--- src/rtl/addsub_stage.sv ---
// Two-stage add/sub/compare pipeline with valid/ready handshakes on both sides.
// S1 registers prepared operands; S2 registers the result and adder flags.
module addsub_stage #(
  parameter int unsigned WIDTH = 32
) (
  input  logic             clk,
  input  logic             rst_n,
  input  logic             flush,
  input  logic             in_valid,
  output logic             in_ready,
  input  logic [1:0]       in_op,
  input  logic [WIDTH-1:0] in_a,
  input  logic [WIDTH-1:0] in_b,
  output logic             out_valid,
  input  logic             out_ready,
  output logic [WIDTH-1:0] out_result,
  output logic             out_z,
  output logic             out_n,
  output logic             out_c,
  output logic             out_v
);

  localparam int unsigned MSB = WIDTH - 1;

  typedef enum logic [1:0] {
    OP_ADD  = 2'b00,
    OP_SUB  = 2'b01,
    OP_SLT  = 2'b10,
    OP_SLTU = 2'b11
  } op_e;

  logic             s1_valid;
  op_e              s1_op;
  logic [WIDTH-1:0] s1_a;
  logic [WIDTH-1:0] s1_b;
  logic             s1_cin;

  logic             s2_advance;
  logic             accept;

  logic [WIDTH:0]   sum_ext;
  logic [WIDTH-1:0] sum;
  logic             carry;
  logic             ovf;
  logic [WIDTH-1:0] result_nxt;

  // in_ready depends only on pipeline state, out_ready and flush
  assign s2_advance = !out_valid || out_ready;
  assign in_ready   = !flush && (!s1_valid || s2_advance);
  assign accept     = in_valid && in_ready;

  always_ff @(posedge clk or negedge rst_n) begin
    if (!rst_n) begin
      s1_valid <= 1'b0;
    end else if (flush) begin
      s1_valid <= 1'b0;
    end else if (accept) begin
      s1_valid <= 1'b1;
    end else if (s2_advance) begin
      s1_valid <= 1'b0;
    end
  end

  // Subtract-style ops feed the adder with inverted b and a carry-in of one
  always_ff @(posedge clk or negedge rst_n) begin
    if (!rst_n) begin
      s1_op  <= OP_ADD;
      s1_a   <= '0;
      s1_b   <= '0;
      s1_cin <= 1'b0;
    end else if (accept) begin
      s1_op <= op_e'(in_op);
      s1_a  <= in_a;
      if (op_e'(in_op) == OP_ADD) begin
        s1_b   <= in_b;
        s1_cin <= 1'b0;
      end else begin
        s1_b   <= ~in_b;
        s1_cin <= 1'b1;
      end
    end
  end

  always_comb begin
    sum_ext = {1'b0, s1_a} + {1'b0, s1_b} + (WIDTH+1)'(s1_cin);
    sum     = sum_ext[WIDTH-1:0];
    carry   = sum_ext[WIDTH];
    ovf     = (s1_a[MSB] == s1_b[MSB]) && (sum[MSB] != s1_a[MSB]);
    case (s1_op)
      OP_SLT:  result_nxt = WIDTH'(sum[MSB] ^ ovf);
      OP_SLTU: result_nxt = WIDTH'(!carry);
      default: result_nxt = sum;
    endcase
  end

  always_ff @(posedge clk or negedge rst_n) begin
    if (!rst_n) begin
      out_valid <= 1'b0;
    end else if (flush) begin
      out_valid <= 1'b0;
    end else if (s2_advance) begin
      out_valid <= s1_valid;
    end
  end

  // Result and flags only move when a valid S1 entry transfers into S2
  always_ff @(posedge clk or negedge rst_n) begin
    if (!rst_n) begin
      out_result <= '0;
      out_z      <= 1'b0;
      out_n      <= 1'b0;
      out_c      <= 1'b0;
      out_v      <= 1'b0;
    end else if (s2_advance && s1_valid && !flush) begin
      out_result <= result_nxt;
      out_z      <= (sum == '0);
      out_n      <= sum[MSB];
      out_c      <= carry;
      out_v      <= ovf;
    end
  end

endmodule
--- config.mk ---
export PLATFORM = sky130hd
export DESIGN_NAME = addsub_stage
export DESIGN_NICKNAME = d
export VERILOG_FILES = /design/src/rtl/addsub_stage.sv
export SDC_FILE = /design/constraint.sdc
export NUM_CORES = 1
export LEC_CHECK = 0
export ABC_AREA = 1
export BUFFER_PORTS_ARGS = -buffer_cell sky130_fd_sc_hd__buf_4
export CORE_MARGIN = 5
export CORE_UTILIZATION = 62
export CTS_CLUSTER_SIZE = 10
export DETAILED_ROUTE_END_ITERATION = 12
export PLACE_DENSITY = 0.9
export SYNTH_ARGS = -nofsm -noshare
export SYNTH_HDL_FRONTEND = slang
export SYNTH_SLANG_ARGS = --single-unit
--- constraint.sdc ---
create_clock -name clk -period 5.62 [get_ports clk]
set_input_delay 0.281 -clock clk [delete_from_list [all_inputs] [get_ports clk]]
set_output_delay 0.281 -clock clk [all_outputs]
set_load 0.02 [all_outputs]
==> run_results.csv <==
group,metric,value,unit
layout,nets,1096,
synthesis,synth_edf_count,0,
sta,rsz0062_at_grt,"no",
floorplanning,die_h,114.0,microns
layout,drive_gt1_share,17.85,%
placement,gp_routability_congestion,0.9315,
worst_setup_path,required,5.93,ns
hold_path,worstHoldPathType,"primary input to register",
floorplanning,start_util,62.68,%
layout,antenna_cells,0,
worst_setup_path,startpoint_type,"register",
placement,dpl.hpwl,12570,microns
routing,first_iter_violations,383,
layout,fillers,894,
power_and_ir_drop,power_density,366.8,nW/um^2
clock_tree,cts.path.max_buffers,2,
worst_setup_path,cp_slowest_stage_delay,0.51,ns
layout,final_cell_mix,"nand2_1, inv_1, buf_4",
global_route,grt_pass1_wl,27160,microns
sta,maxSlewHeadroom,32.07,%
clock_tree,cts_buffers,9,
sta,hold_violations,0,
power_and_ir_drop,power_leakage,4.361,nW
floorplanning,design.core.area,10700,sq um
worst_setup_path,path_cells,"fa_1 -> fa_1 -> nand3_1 -> nand3_2 -> nand3_1 -> nand3_1 -> nand2_1 -> nand2_1 -> nor2_1 -> nand2_1 -> nor2_1 -> nand2_1 -> nor2_1 -> nand2_1 -> nand2_1",
synthesis,syn_area_per_cell,7.542,sq um
synthesis,synth_cells,889,
sta,fin_crit,2.593,ns
sta,fmax,385.7,MHz
sta,drv_slew,0,
routing,wire_per_inst,13.93,microns
clock_tree,cts_setup_buffers,0,
clock_tree,cts_tree,"yes",
floorplanning,num_rows,38,
outcome,outcome,"completed",
clock_tree,cts.reportedPaths.clkPinSlew,0.11,ns
floorplanning,die_area,12990,sq um
clock_tree,cts_max_level,3,
layout,mostFrequentLayoutCell,"nand2_1",
job,drv_cap,0,
worst_setup_path,cp_slowest_cell,"fa_1",
clock_tree,holdBufCountCts,1,
sta,tightest_slew,1.019,ns
synthesis,ys_seq_elements,105,
worst_setup_path,critPathKind,"register to register",
floorplanning,die_w,114.0,microns
synthesis,yosysSeqAreaShare,39.19,%
routing,drt_pass1_iterations,5,
layout,fin_util,73.29,%
sta,setup_viol,0,
global_route,grt-ovfl-total,0,
placement,port_buffers,108,
routing,drc,0,
synthesis,yosysUniqueCellTypes,31,
floorplanning,io_pins,109,
global_route,grt_antenna_before_repair,0,
worst_setup_path,crit_fanout,4,
clock_tree,clock_latency,0.37,ns
synthesis,synth_fp_nets,993,
clock_tree,post_cts_resize_count,0,
routing,via_per_inst,5.215,
layout,area_growth_syn_to_layout,16.92,%
synthesis,synth_ff_type,"dfrtp_1",
global_route,grt.total_usage,25.63,%
worst_setup_path,worstPathArrival,2.90,ns
sta,finClkSkew,0.01823,ns
sta,post-route-period-util,46.13,%
worst_setup_path,cp-end-kind,"register",
global_route,first_global_vias,5773,
synthesis,netlist_area,6705,sq um
worst_setup_path,crit_top_cell,"nand2_1",
power_and_ir_drop,peakVddDrop,0.2080,mV
sta,setup-tns-final,0,ns
routing,final_antenna_net_count,0,
global_route,grt_max_degree,103,
synthesis,yosysWarnings,0,
routing,totalWireLength,15840,microns
routing,vias,5929,
synthesis,async_flop_share,100.0,%
clock_tree,ctsRootBufferMaster,"clkbuf_8",
clock_tree,clkSinkCount,105,
layout make-up:
class / count / area, sq um / share of cell area, %
Timing Repair Buffer: 113 / 850.8 / 10.85
Clock inverter: 6 / 75.07 / 0.9575
Inverter: 126 / 473.0 / 6.033
Clock buffer: 10 / 127.6 / 1.628
Tap cell: 140 / 175.2 / 2.234
Sequential cell: 105 / 2628 / 33.51
Multi-Input combinational cell: 637 / 3511 / 44.78
sequential cells by signal, summed over array words and instances, names as in the netlist:
signal      flops
out_v           1
out_z           1
s1_op           2
out_n           1
out_c           1
out_result     32
s1_cin          1
s1_valid        1
s1_a           32
s1_b           32
out_valid       1
logic make-up after synthesis:
group                      Yosys count  synth area share [%]
AOI/OAI and AO/OA                   91                 8.024
xor gates and xnor gates            45                 5.878
adders and majority gates           33                 6.382
buffers and inverters              147                 8.677
DFF                                105                 39.19
muxes                               33                 5.542
and+or+nand+nor                    435                 26.31
Yosys cell counts, types with 2 or more instances:
cell	instances	area (sq um)
a21oi_1	18	90.09
a22o_1	18	157.7
buf_2	9	45.04
buf_4	3	22.52
clkbuf_1	8	30.03
dfrtp_1	105	2628
fa_1	2	40.04
ha_1	31	387.9
inv_1	126	473.0
mux2_2	33	371.6
nand2_1	308	1156
nand2_2	4	25.02
nand3_1	31	155.2
nand3_2	3	30.03
nand3b_1	2	15.01
nand4_1	9	56.30
nor2_1	62	232.7
nor2_2	8	50.05
nor3_1	5	25.02
o21ai_0	49	245.2
o21bai_1	2	15.01
xnor2_1	5	43.79
xor2_1	40	350.3
worst max-delay path: cells and delay by family (launching register included):
family / cells / cell delay [ns]
flip-flops: 1 / 0.41
adder cells (fa/ha/maj): 2 / 0.96
AND/OR/NAND/NOR: 13 / 1.15
report_power, final:
| group | internal (mW) | switching [mW] |
|---|---|---|
| combinational | 0.525 | 0.832 |
| sequential | 0.922 | 0.110 |
| clock | 0.213 | 0.275 |
stage by stage:
stage	setup slack (ns)	hold WS, ns	total power [mW]	instances	cell area (sq um)
after floorplan	3.293	-0.01459	1.928	889	6705
after global placement	3.169	0.3398	2.354	1120	7627
after detailed placement	3.074	0.3481	2.390	1120	7627
after CTS	3.027	0.1329	2.873	1137	7840
after global routing	2.738	0.1184	3.093	1137	7840
final	3.027	0.1315	2.876	1137	7840
path summary, 6_finish.rpt:
path                            startpoint              to  slack [ns]  cells past startpoint
worst min-delay path              in_a[28]        s1_a[28]        0.13                      2
min in group asynchronous            rst_n        s1_b[10]        0.46                      2
max in group asynchronous            rst_n  out_result[21]        4.03                      3
worst max-delay path               s1_a[0]           out_z        3.03                     15
worst max register to register     s1_a[0]           out_z        3.03                     15
worst min register to register    s1_b[17]        s1_b[17]        0.50                      2
metal layers:
metal  up-vias  share of wire, %  track usage [%]
met1      2702                44            35.86
li1       3002                 -                -
met2       192                46            41.10
met5         -                 0                0
met3        33               7.2            4.191
met4         0               2.3            7.918
Note: power is estimated with default switching activity, not from simulation.
